==> src/rtl/aes_ctrl_pkg.sv <==
// Shared definitions for the AES round sequencer.
// - state_t : sequencer FSM states
// - RC_W    : width of the round counter
// - nr_of() : number of AES rounds for a given key length in 32-bit words
package aes_ctrl_pkg;

  typedef enum logic [3:0] {
    IDLE,
    KEY,
    INIT_ARK,
    SUB,
    SHIFT,
    MIX,
    ARK,
    OUT,
    HOLD
  } state_t;

  localparam int unsigned RC_W = 4;

  function automatic int unsigned nr_of(input int unsigned key_words);
    return key_words + 6;
  endfunction

endpackage

==> src/rtl/aes_round_sequencer_if.sv <==
// Host-side handshake bundle of the AES round sequencer.
// master: upstream/downstream controller (drives in_valid, key_load, abort, out_ready)
// slave : sequencer (drives in_ready, out_valid, busy, timeout_err, round_count)
interface aes_round_sequencer_if;
  import aes_ctrl_pkg::*;

  logic            in_valid;
  logic            in_ready;
  logic            key_load;
  logic            abort;
  logic            out_valid;
  logic            out_ready;
  logic            busy;
  logic            timeout_err;
  logic [RC_W-1:0] round_count;

  modport master (
    output in_valid, key_load, abort, out_ready,
    input  in_ready, out_valid, busy, timeout_err, round_count
  );

  modport slave (
    input  in_valid, key_load, abort, out_ready,
    output in_ready, out_valid, busy, timeout_err, round_count
  );

endinterface

==> src/rtl/aes_step_watchdog.sv <==
// Per-step watchdog for the AES round sequencer.
// Ports:
//   clk, rst : clock, asynchronous active-high reset
//   restart  : high in the first cycle of a step state (counter restarts)
//   done     : qualified step completion (already masked in the first cycle)
//   enable   : high while the sequencer is in any step state
//   expire   : high in the cycle where the step has been pending TIMEOUT_CYC
//              cycles (counting the first cycle as 1) with done still low
module aes_step_watchdog #(
  parameter int unsigned TIMEOUT_CYC = 255,
  parameter int unsigned TO_W        = 8
) (
  input  logic clk,
  input  logic rst,
  input  logic restart,
  input  logic done,
  input  logic enable,
  output logic expire
);

  localparam logic [TO_W-1:0] LAST = TO_W'(TIMEOUT_CYC - 1);

  // cnt holds the number of cycles already spent in the step before the
  // current one; it is stale during the restart cycle, hence the split below.
  logic [TO_W-1:0] cnt;

  always_ff @(posedge clk or posedge rst) begin
    if (rst) begin
      cnt <= '0;
    end else if (!enable) begin
      cnt <= '0;
    end else if (restart) begin
      cnt <= TO_W'(1);
    end else if (cnt != '1) begin
      cnt <= cnt + 1'b1;
    end
  end

  assign expire = enable && !done &&
                  (restart ? (TIMEOUT_CYC == 1) : (cnt == LAST));

endmodule

==> src/rtl/aes_round_sequencer.sv <==
// Control FSM for the iterative AES datapath (AES-128/192/256 via KEY_WORDS).
// Ports:
//   CLK, RST      : clock, asynchronous active-high reset
//   hs            : host handshake (in_valid/in_ready/key_load/abort,
//                   out_valid/out_ready, busy, timeout_err, round_count)
//   *_done        : datapath step completion levels
//   *_en          : one-cycle step start pulses to the datapath
//   data_sel_init : state source = Data_In (round-0 AddRoundKey)
//   data_sel_final: final-round AddRoundKey select
//   data_out_en   : one-cycle capture pulse for the output register
module aes_round_sequencer
  import aes_ctrl_pkg::*;
#(
  parameter int unsigned KEY_WORDS   = 4,
  parameter int unsigned TIMEOUT_CYC = 255,
  parameter int unsigned TO_W        = 8
) (
  input  logic                  CLK,
  input  logic                  RST,
  aes_round_sequencer_if.slave  hs,
  input  logic                  key_expan_done,
  input  logic                  add_key_done,
  input  logic                  sub_bytes_done,
  input  logic                  shift_rows_done,
  input  logic                  mix_columns_done,
  output logic                  key_expan_en,
  output logic                  add_roundkey_en,
  output logic                  sub_bytes_en,
  output logic                  shift_rows_en,
  output logic                  mix_columns_en,
  output logic                  data_sel_init,
  output logic                  data_sel_final,
  output logic                  data_out_en
);

  localparam int unsigned     NR    = nr_of(KEY_WORDS);
  localparam logic [RC_W-1:0] NR_RC = RC_W'(NR);

  state_t          state;
  logic            key_valid;
  logic            first;       // first cycle of a step state (pulse cycle)
  logic            out_valid;
  logic            timeout_err;
  logic [RC_W-1:0] round_count;
  logic            done_raw;
  logic            step_done;
  logic            in_step;
  logic            expire;

  always_comb begin
    done_raw = 1'b0;
    case (state)
      KEY:           done_raw = key_expan_done;
      INIT_ARK, ARK: done_raw = add_key_done;
      SUB:           done_raw = sub_bytes_done;
      SHIFT:         done_raw = shift_rows_done;
      MIX:           done_raw = mix_columns_done;
      default:       done_raw = 1'b0;
    endcase
  end

  // A done seen during the enable pulse belongs to nothing we started yet.
  assign step_done = done_raw && !first;
  assign in_step   = (state inside {KEY, INIT_ARK, SUB, SHIFT, MIX, ARK});

  aes_step_watchdog #(
    .TIMEOUT_CYC (TIMEOUT_CYC),
    .TO_W        (TO_W)
  ) u_watchdog (
    .clk     (CLK),
    .rst     (RST),
    .restart (first),
    .done    (step_done),
    .enable  (in_step),
    .expire  (expire)
  );

  always_ff @(posedge CLK or posedge RST) begin
    if (RST) begin
      state           <= IDLE;
      key_valid       <= 1'b0;
      first           <= 1'b0;
      out_valid       <= 1'b0;
      timeout_err     <= 1'b0;
      round_count     <= '0;
      key_expan_en    <= 1'b0;
      add_roundkey_en <= 1'b0;
      sub_bytes_en    <= 1'b0;
      shift_rows_en   <= 1'b0;
      mix_columns_en  <= 1'b0;
      data_sel_init   <= 1'b0;
      data_sel_final  <= 1'b0;
      data_out_en     <= 1'b0;
    end else begin
      key_expan_en    <= 1'b0;
      add_roundkey_en <= 1'b0;
      sub_bytes_en    <= 1'b0;
      shift_rows_en   <= 1'b0;
      mix_columns_en  <= 1'b0;
      data_out_en     <= 1'b0;
      first           <= 1'b0;

      // abort outranks the watchdog, which outranks normal sequencing
      if (hs.abort) begin
        if (state != IDLE) begin
          state          <= IDLE;
          out_valid      <= 1'b0;
          round_count    <= '0;
          data_sel_init  <= 1'b0;
          data_sel_final <= 1'b0;
          if (state == KEY) key_valid <= 1'b0;
        end
      end else if (expire) begin
        state          <= IDLE;
        timeout_err    <= 1'b1;
        key_valid      <= 1'b0;
        out_valid      <= 1'b0;
        round_count    <= '0;
        data_sel_init  <= 1'b0;
        data_sel_final <= 1'b0;
      end else begin
        case (state)
          IDLE: if (hs.in_valid) begin
            timeout_err <= 1'b0;
            first       <= 1'b1;
            if (hs.key_load || !key_valid) begin
              state        <= KEY;
              key_expan_en <= 1'b1;
            end else begin
              state           <= INIT_ARK;
              add_roundkey_en <= 1'b1;
              data_sel_init   <= 1'b1;
            end
          end
          KEY: if (step_done) begin
            key_valid       <= 1'b1;
            state           <= INIT_ARK;
            add_roundkey_en <= 1'b1;
            data_sel_init   <= 1'b1;
            first           <= 1'b1;
          end
          INIT_ARK: if (step_done) begin
            round_count   <= RC_W'(1);
            data_sel_init <= 1'b0;
            state         <= SUB;
            sub_bytes_en  <= 1'b1;
            first         <= 1'b1;
          end
          SUB: if (step_done) begin
            state         <= SHIFT;
            shift_rows_en <= 1'b1;
            first         <= 1'b1;
          end
          SHIFT: if (step_done) begin
            first <= 1'b1;
            if (round_count < NR_RC) begin
              state          <= MIX;
              mix_columns_en <= 1'b1;
            end else begin
              state           <= ARK;
              add_roundkey_en <= 1'b1;
              data_sel_final  <= 1'b1;
            end
          end
          MIX: if (step_done) begin
            state           <= ARK;
            add_roundkey_en <= 1'b1;
            first           <= 1'b1;
          end
          ARK: if (step_done) begin
            if (round_count < NR_RC) begin
              round_count  <= round_count + 1'b1;
              state        <= SUB;
              sub_bytes_en <= 1'b1;
              first        <= 1'b1;
            end else begin
              data_sel_final <= 1'b0;
              state          <= OUT;
              data_out_en    <= 1'b1;
            end
          end
          OUT: begin
            state     <= HOLD;
            out_valid <= 1'b1;
          end
          HOLD: if (hs.out_ready) begin
            out_valid   <= 1'b0;
            round_count <= '0;
            state       <= IDLE;
          end
          default: state <= IDLE;
        endcase
      end
    end
  end

  assign hs.in_ready    = (state == IDLE);
  assign hs.busy        = (state != IDLE);
  assign hs.out_valid   = out_valid;
  assign hs.timeout_err = timeout_err;
  assign hs.round_count = round_count;

endmodule

==> src/flat_wrapper.sv <==
// flat-port wrapper written by rule: the top's interface ports become plain ports
module aes_round_sequencer_flat import aes_ctrl_pkg::*;
#(
  parameter int unsigned KEY_WORDS   = 4,
  parameter int unsigned TIMEOUT_CYC = 255,
  parameter int unsigned TO_W        = 8
)
  (CLK, RST, key_expan_done, add_key_done, sub_bytes_done, shift_rows_done, mix_columns_done, key_expan_en, add_roundkey_en, sub_bytes_en, shift_rows_en, mix_columns_en, data_sel_init, data_sel_final, data_out_en, hs_in_valid, hs_key_load, hs_abort, hs_out_ready, hs_in_ready, hs_out_valid, hs_busy, hs_timeout_err, hs_round_count);
  aes_round_sequencer_if hs_i ();
  input  logic CLK;
  input  logic RST;
  input  logic key_expan_done;
  input  logic add_key_done;
  input  logic sub_bytes_done;
  input  logic shift_rows_done;
  input  logic mix_columns_done;
  output logic key_expan_en;
  output logic add_roundkey_en;
  output logic sub_bytes_en;
  output logic shift_rows_en;
  output logic mix_columns_en;
  output logic data_sel_init;
  output logic data_sel_final;
  output logic data_out_en;
  input wire logic [$bits(hs_i.in_valid)-1:0] hs_in_valid;
  input wire logic [$bits(hs_i.key_load)-1:0] hs_key_load;
  input wire logic [$bits(hs_i.abort)-1:0] hs_abort;
  input wire logic [$bits(hs_i.out_ready)-1:0] hs_out_ready;
  output wire logic [$bits(hs_i.in_ready)-1:0] hs_in_ready;
  output wire logic [$bits(hs_i.out_valid)-1:0] hs_out_valid;
  output wire logic [$bits(hs_i.busy)-1:0] hs_busy;
  output wire logic [$bits(hs_i.timeout_err)-1:0] hs_timeout_err;
  output wire logic [$bits(hs_i.round_count)-1:0] hs_round_count;
  assign hs_i.in_valid = hs_in_valid;
  assign hs_i.key_load = hs_key_load;
  assign hs_i.abort = hs_abort;
  assign hs_i.out_ready = hs_out_ready;
  assign hs_in_ready = hs_i.in_ready;
  assign hs_out_valid = hs_i.out_valid;
  assign hs_busy = hs_i.busy;
  assign hs_timeout_err = hs_i.timeout_err;
  assign hs_round_count = hs_i.round_count;
  aes_round_sequencer #(.KEY_WORDS(KEY_WORDS), .TIMEOUT_CYC(TIMEOUT_CYC), .TO_W(TO_W)) u_core (.CLK(CLK), .RST(RST), .hs(hs_i), .key_expan_done(key_expan_done), .add_key_done(add_key_done), .sub_bytes_done(sub_bytes_done), .shift_rows_done(shift_rows_done), .mix_columns_done(mix_columns_done), .key_expan_en(key_expan_en), .add_roundkey_en(add_roundkey_en), .sub_bytes_en(sub_bytes_en), .shift_rows_en(shift_rows_en), .mix_columns_en(mix_columns_en), .data_sel_init(data_sel_init), .data_sel_final(data_sel_final), .data_out_en(data_out_en));
endmodule
==> config.mk <==
export PLATFORM = sky130hd
export DESIGN_NAME = aes_round_sequencer_flat
export DESIGN_NICKNAME = d
export VERILOG_FILES = /design/src/rtl/aes_ctrl_pkg.sv /design/src/rtl/aes_round_sequencer_if.sv /design/src/rtl/aes_step_watchdog.sv /design/src/rtl/aes_round_sequencer.sv /design/src/flat_wrapper.sv
export SDC_FILE = /design/constraint.sdc
export NUM_CORES = 1
export LEC_CHECK = 0
export CAP_MARGIN = 20
export CORE_UTILIZATION = 28
export CTS_BUF_LIST = sky130_fd_sc_hd__clkbuf_8
export DETAILED_ROUTE_END_ITERATION = 8
export GPL_ROUTABILITY_DRIVEN = 0
export GPL_TIMING_DRIVEN = 0
export PLACE_DENSITY_LB_ADDON = 0.2
export SETUP_SLACK_MARGIN = 0.1
export SYNTH_ARGS = -nofsm -noshare
export SYNTH_HDL_FRONTEND = slang
export SYNTH_SLANG_ARGS = --single-unit
export TNS_END_PERCENT = 10
==> constraint.sdc <==
create_clock -name CLK -period 3.3 [get_ports CLK]
set_input_delay 0.495 -clock CLK [delete_from_list [all_inputs] [get_ports CLK]]
set_output_delay 0.495 -clock CLK [all_outputs]
set_load 0.05 [all_outputs]
======== After elaboration in Yosys (flattened, before gate mapping) ========
Cells that the tools add are included.
cells by class
  $add $sub $neg .......................... 2
  order comparisons ....................... 1
  equality and inequality tests ........... 25
  multiplexer cells ....................... 84
  bitwise logic cells ..................... 1
  reductions and logical operators ........ 28
operator list
  kind                                                                    number
  4-bit 2-to-1 mux                                                        16
  1-bit 2-to-1 mux                                                        53
  4-bit by 3-bit != test with 1-bit output (second input constant)        12
  4-bit one-hot mux with 9 select lines                                   1
  8-bit 2-to-1 mux                                                        3
  6-bit AND reduction                                                     3
  4-bit by 3-bit equality test with 1-bit output (second input constant)  4
  4-bit one-hot mux with 3 select lines                                   1
  4-bit nonzero test                                                      3
  5-bit nonzero test                                                      2
  1-bit one-hot mux with 3 select lines                                   3
  9-bit AND reduction                                                     1
  8-bit by 1-bit adder with 8-bit output (second input constant)          1
  4-bit by 2-bit equality test with 1-bit output (second input constant)  2
  8-bit equality test (second input constant)                             1
  8-bit != test (second input constant)                                   1
  1-bit one-hot mux with 2 select lines                                   3
  3-bit AND reduction                                                     2
  2-bit nonzero test                                                      3
  6-bit nonzero test                                                      1
  1-bit one-hot mux with 5 select lines                                   1
  5-bit OR reduction                                                      1
  4-bit by 1-bit adder with 4-bit output (second input constant)          1
  4-bit by 1-bit equality test with 1-bit output (second input constant)  1
  other kinds (14)                                                        21
storage, ports and cells
  flip-flop bits (word level) ............. 28
  input bits .............................. 11
  output and inout port bits .............. 16
  logic and storage cells ................. 156

======== Logic depth before layout (Yosys ltp) ========
  depth after elaboration ................. 9
  depth in mapped cells ................... 9

======== Modules after synthesis ========
A second synthesis with hierarchy kept.
unflattened totals
  cell total of the unflattened synthesis .. 180
  area, all modules ....................... 1749.2 sq um
modules (own cells, without submodules)
  module               times used  cells an instance  area each (sq um)  seq. area each (sq um)
  aes_round_sequencer  1           133                1281.2             500.5
  aes_step_watchdog    1           47                 467.9              200.2

======== Worst setup path after synthesis ========
No wires, ideal clock.
  path type ............................... register -> register
  start ................................... reg u_core.state[3]
  end ..................................... reg u_core.state[0]
  setup time .............................. 0.125 ns
  arrival time ............................ 2.056 ns
  setup slack ............................. 1.119 ns
  stages on the path, launching flop included .. 8
  buffers on the path ..................... 1
  clock period less this slack ............ 2.181 ns
  cells stage by stage .................... dfrtp_1 > clkbuf_1 > nor4b_2 > and2_1 > nor4_2 > o21a_1 > o31ai_2 > mux2_2
on the way
  word-level cells in the longest chain between the ends .. 9
  elaborated cells on any way between the ends .. 30
  those cells by class .................... eq/ne (17); mux (4); reduce/logical (9)
RTL lines
  item                                                                                                                     RTL line                                                                          RTL
  start, declared                                                                                                          aes_round_sequencer.sv:39                                                         state_t state;
  start signal, assigned                                                                                                   aes_round_sequencer.sv:80                                                         state <= IDLE;
  start signal, assigned                                                                                                   aes_round_sequencer.sv:106                                                        state <= IDLE;
  start signal, assigned                                                                                                   aes_round_sequencer.sv:114                                                        state <= IDLE;
  4-bit by 3-bit equality test with 1-bit output / 4-bit by 2-bit equality test with 1-bit output (equally long branches)  aes_round_sequencer.sv:52, aes_round_sequencer.sv:64, aes_round_sequencer.sv:122
  2-bit OR reduction                                                                                                       aes_round_sequencer.sv:52                                                         case (state)
  1-bit one-hot mux with 5 select lines                                                                                    aes_round_sequencer.sv:52
  1-bit logical AND                                                                                                        aes_round_sequencer.sv:63                                                         assign step_done = done_raw && !first;
  1-bit logical NOT                                                                                                        aes_step_watchdog.sv:39                                                           assign expire = enable && !done &&
  1-bit logical AND (2 in a row)                                                                                           aes_step_watchdog.sv:39
  4-bit by 3-bit != test with 1-bit output (no source line) / 4-bit 2-to-1 mux (equally long branches)                     -
  9-bit AND reduction (no source line) / 4-bit 2-to-1 mux (equally long branches)                                          -
Several ways; a longest one is shown, not always the timed one.
A chain may end at the register's enable or synchronous reset.

======== Worst setup path after layout ========
  start ................................... reg u_core.state[0]
  end ..................................... out hs_in_ready
on the way
  word-level cells in the longest chain between the ends .. 1
RTL lines
  item               RTL line                    RTL
  4-bit logical NOT  aes_round_sequencer.sv:197  assign hs.in_ready = (state == IDLE);
  end, declared      flat_wrapper.sv:29          output wire logic [$bits(hs_i.in_ready)-1:0] hs_in_ready;
No other way between the ends.

==> impl_metrics.env <==
export IMPL_fin_ws_ns=0.355
export IMPL_synth_top_cell_area_share=0.386
export IMPL_fp_row_count=28
export IMPL_antennaDiodeCount=0
export IMPL_max_freq_mhz=340
export IMPL_synthFlopType="dfrtp_1"
export IMPL_cts_path_max_buffers=2
export IMPL_net_switching_power_uw=727
export IMPL_power_frac_clock=0.175
export IMPL_vias_per_cell=5.40
export IMPL_cts_resized_gates=0
export IMPL_pwr_share_comb=0.551
export IMPL_cp_data_arrival_time_ns=2.45
export IMPL_p_int_uw=878
export IMPL_cp_end_kind="output pin"
export IMPL_yosys_area_top_type="dfrtp_1"
export IMPL_period_minus_slack_ns=2.95
export IMPL_ir_worst_vdd_uv=292
export IMPL_clk_pin_slew_ns=0.10
export IMPL_die_h_um=82.5
export IMPL_synth_nets=216
export IMPL_portBuffers=26
export IMPL_seq_area_um2=701
export IMPL_grt_ovfl_total=0
export IMPL_root_buffer="clkbuf_8"
export IMPL_synthCells=202
export IMPL_post_synth_top_count_cell="dfrtp_1"
export IMPL_synth_edf_count=0
export IMPL_post_cts_buffers=0
export IMPL_synth_area_leaders="dfrtp_1 (39%), nor2_1 (4.1%), nand3_1 (3.3%), a21oi_1 (2.8%), nand2_1 (2.7%)"
export IMPL_wl_per_cell_um=15.3
export IMPL_slowest_delay_ns=0.84
export IMPL_boundaryPins=27
export IMPL_synth_seq_cells=28
export IMPL_fin_tns_setup_ns=0
export IMPL_synth_distinct_cells=57
export IMPL_cp_max_fo=10
export IMPL_grt_pass1_vias=1506
export IMPL_fin_worst_skew_ns=0.00457
export IMPL_ys_seq_area_frac=0.386
export IMPL_rsz0062_at_grt="no"
export IMPL_seqPwrFrac=0.274
export IMPL_numCtsBuffers=3
export IMPL_p_sw_frac=0.453
export IMPL_cellLeakagePower_uw=0.000899
export IMPL_track_usage=0.151
export IMPL_synth_area_mm2=0.00181
export IMPL_dieArea_mm2=0.00680
export IMPL_grt_pass1_wl_um=7560
export IMPL_worst_slew_pin_slew_ns=0.683
export IMPL_route_detailed_drc=0
export IMPL_cts_tree="yes"
export IMPL_crit_slowest_cell="clkdlybuf4s50_1"
export IMPL_drt_iter0_drc=105
export IMPL_cts_hold_fix_buffers=0
export IMPL_start_util=0.297
export IMPL_drive_gt1_frac=0.112
export IMPL_maxCapViolCount=0
export IMPL_hold_class="register to register"
export IMPL_dieWidth_um=82.5
export IMPL_synth_async_sr_flop_share=1.00
export IMPL_critPathLaunchType="register"
export IMPL_hpwl_um=3570
export IMPL_yosys_warnings=0
export IMPL_cp_data_required_time_ns=2.80
export IMPL_slew_violations=0
export IMPL_utilization=0.372
export IMPL_slew_headroom=0.541
export IMPL_finalNetCount=248
export IMPL_h_tree_depth=1
export IMPL_syn_to_final_growth_pct=25.0
export IMPL_synth_commonest_cells="dfrtp_1 (28), nor2_1 (20), nand2_1 (13)"
export IMPL_status="finished, final reports clean"
export IMPL_firstDrtPassIters=5
export IMPL_period_share=0.892
export IMPL_worst_setup_path_type="register to output pin"
export IMPL_path_cells="clkbuf_1, nor2_1, nand2_1, inv_1, clkdlybuf4s50_1"
export IMPL_fill_cells=643
export IMPL_clk_latency_ns=0.28
export IMPL_grt_max_degree=17
export IMPL_cellPowerDensity_mw_per_mm2=709
export IMPL_syn_avg_cell_area_um2=8.98
export IMPL_setup_viol=0
export IMPL_wirelength_um=4720
export IMPL_design_core_area_mm2=0.00610
export IMPL_antenna_left=0
export IMPL_place_ws_ns=0.558
export IMPL_multi_input_area_mm2=0.00103
export IMPL_cts_sinks=28
export IMPL_dr_total_vias=1662
export IMPL_antenna_found_initial=0
export IMPL_finalHoldViolations=0
path summary, 6_finish.rpt:
kind | startpoint | endpoint | slack, ns | cells after the start
min reg2reg | u_core.key_valid$_DFFE_PP0P_ | u_core.key_valid$_DFFE_PP0P_ | 0.51 | 1
min | u_core.key_valid$_DFFE_PP0P_ | u_core.key_valid$_DFFE_PP0P_ | 0.51 | 1
min in group asynchronous | RST | u_core.hs.round_count[3]$_DFFE_PP0P_ | 0.57 | 2
max reg2reg | u_core.state[3]$_DFFE_PP0P_ | u_core.state[1]$_DFFE_PP0P_ | 0.68 | 7
max | u_core.state[0]$_DFFE_PP0P_ | hs_in_ready | 0.35 | 5
max in group asynchronous | RST | u_core.u_watchdog.cnt[2]$_DFFE_PP0P_ | 2.25 | 3
per-layer routing:
layer / global-route usage / vias to the layer above / wire, um / part of all wire
met3: 0.0363 / 10 / 308 / 0.065
met1: 0.219 / 787 / 2300 / 0.49
met4: 0.0544 / 0 / 82 / 0.017
met5: 0 / - / 0 / 0
li1: - / 812 / - / -
met2: 0.213 / 53 / 2030 / 0.43
flip-flops by register name (all words and copies together), names as in the netlist:
register and cells:
u_core.u_watchdog.cnt 8, u_core.hs.round_count 4, u_core.state 4, u_core.add_roundkey_en 1
u_core.data_out_en 1, u_core.data_sel_final 1, u_core.data_sel_init 1, u_core.first 1
u_core.hs.out_valid 1, u_core.hs.timeout_err 1, u_core.key_expan_en 1, u_core.key_valid 1
u_core.mix_columns_en 1, u_core.shift_rows_en 1, u_core.sub_bytes_en 1
through the flow:
| step | hold WS [ns] | cell area, um^2 | cells | total power [uW] |
|---|---|---|---|---|
| final | 0.507 | 2270 | 308 | 1610 |
| after CTS | 0.513 | 2270 | 308 | 1610 |
| after detailed placement | 0.488 | 2190 | 304 | 1330 |
| after floorplan | 0.465 | 1810 | 202 | 1080 |
| after global placement | 0.487 | 2170 | 303 | 1330 |
| after global routing | 0.527 | 2270 | 308 | 1710 |
logic make-up (layout without fill, tap and decap cells):
| logic type | count (synthesis) | in the layout | share of synthesized area |
|---|---|---|---|
| buffers and inverters | 18 | 49 | 0.0442 |
| and+or+nand+nor | 91 | 91 | 0.295 |
| DFF | 28 | 28 | 0.386 |
| AOI/OAI and AO/OA | 53 | 53 | 0.206 |
| muxes | 4 | 4 | 0.0242 |
| xor gates and xnor gates | 5 | 5 | 0.0242 |
| adders and majority gates | 3 | 3 | 0.0207 |
worst max-delay path, delay by kind of cell, from the launching register on:
family,cells,cell delay (ns)
flops,1,0.43
buf+inv,3,1.31
simple gates,2,0.42
power by group through the flow:
stage / registers (uW) / clock network (uW) / logic, uW
after floorplan: 497 / 0 / 587
after global routing: 450 / 298 / 961
after CTS: 440 / 289 / 883
after detailed placement: 447 / 0 / 879
final: 440 / 281 / 885
after global placement: 447 / 0 / 879
final cells by class:
type / instances / area share
Multi-Input combinational cell: 156 / 0.456
Clock inverter: 1 / 0.0133
Clock buffer: 3 / 0.0182
Buffer: 14 / 0.0287
Timing Repair Buffer: 27 / 0.127
Sequential cell: 28 / 0.309
Tap cell: 75 / 0.0414
Inverter: 4 / 0.00663
layout by cell type, fill, tap and decap left out, types with 2 or more instances in the layout:
| master | instances |
|---|---|
| a211oi_1 | 5 |
| a21oi_1 | 10 |
| a22o_1 | 2 |
| buf_2 | 4 |
| clkbuf_1 | 9 |
| clkbuf_8 | 3 |
| clkdlybuf4s50_1 | 26 |
| dfrtp_1 | 28 |
| ha_1 | 3 |
| inv_1 | 4 |
| mux2_2 | 3 |
| nand2_1 | 13 |
| nand2b_1 | 5 |
| nand3_1 | 12 |
| nand3b_1 | 5 |
| nand4_1 | 2 |
| nor2_1 | 20 |
| nor2b_1 | 4 |
| nor3_1 | 5 |
| nor3b_1 | 2 |
| nor4_1 | 4 |
| o211ai_1 | 4 |
| o21a_1 | 3 |
| o21ai_0 | 5 |
| o21ai_1 | 7 |
| o31ai_1 | 4 |
| o31ai_2 | 2 |
| or2_2 | 2 |
| or3_1 | 2 |
| xnor2_1 | 3 |
| xor2_1 | 2 |
Note: power is estimated with default switching activity, not from simulation.
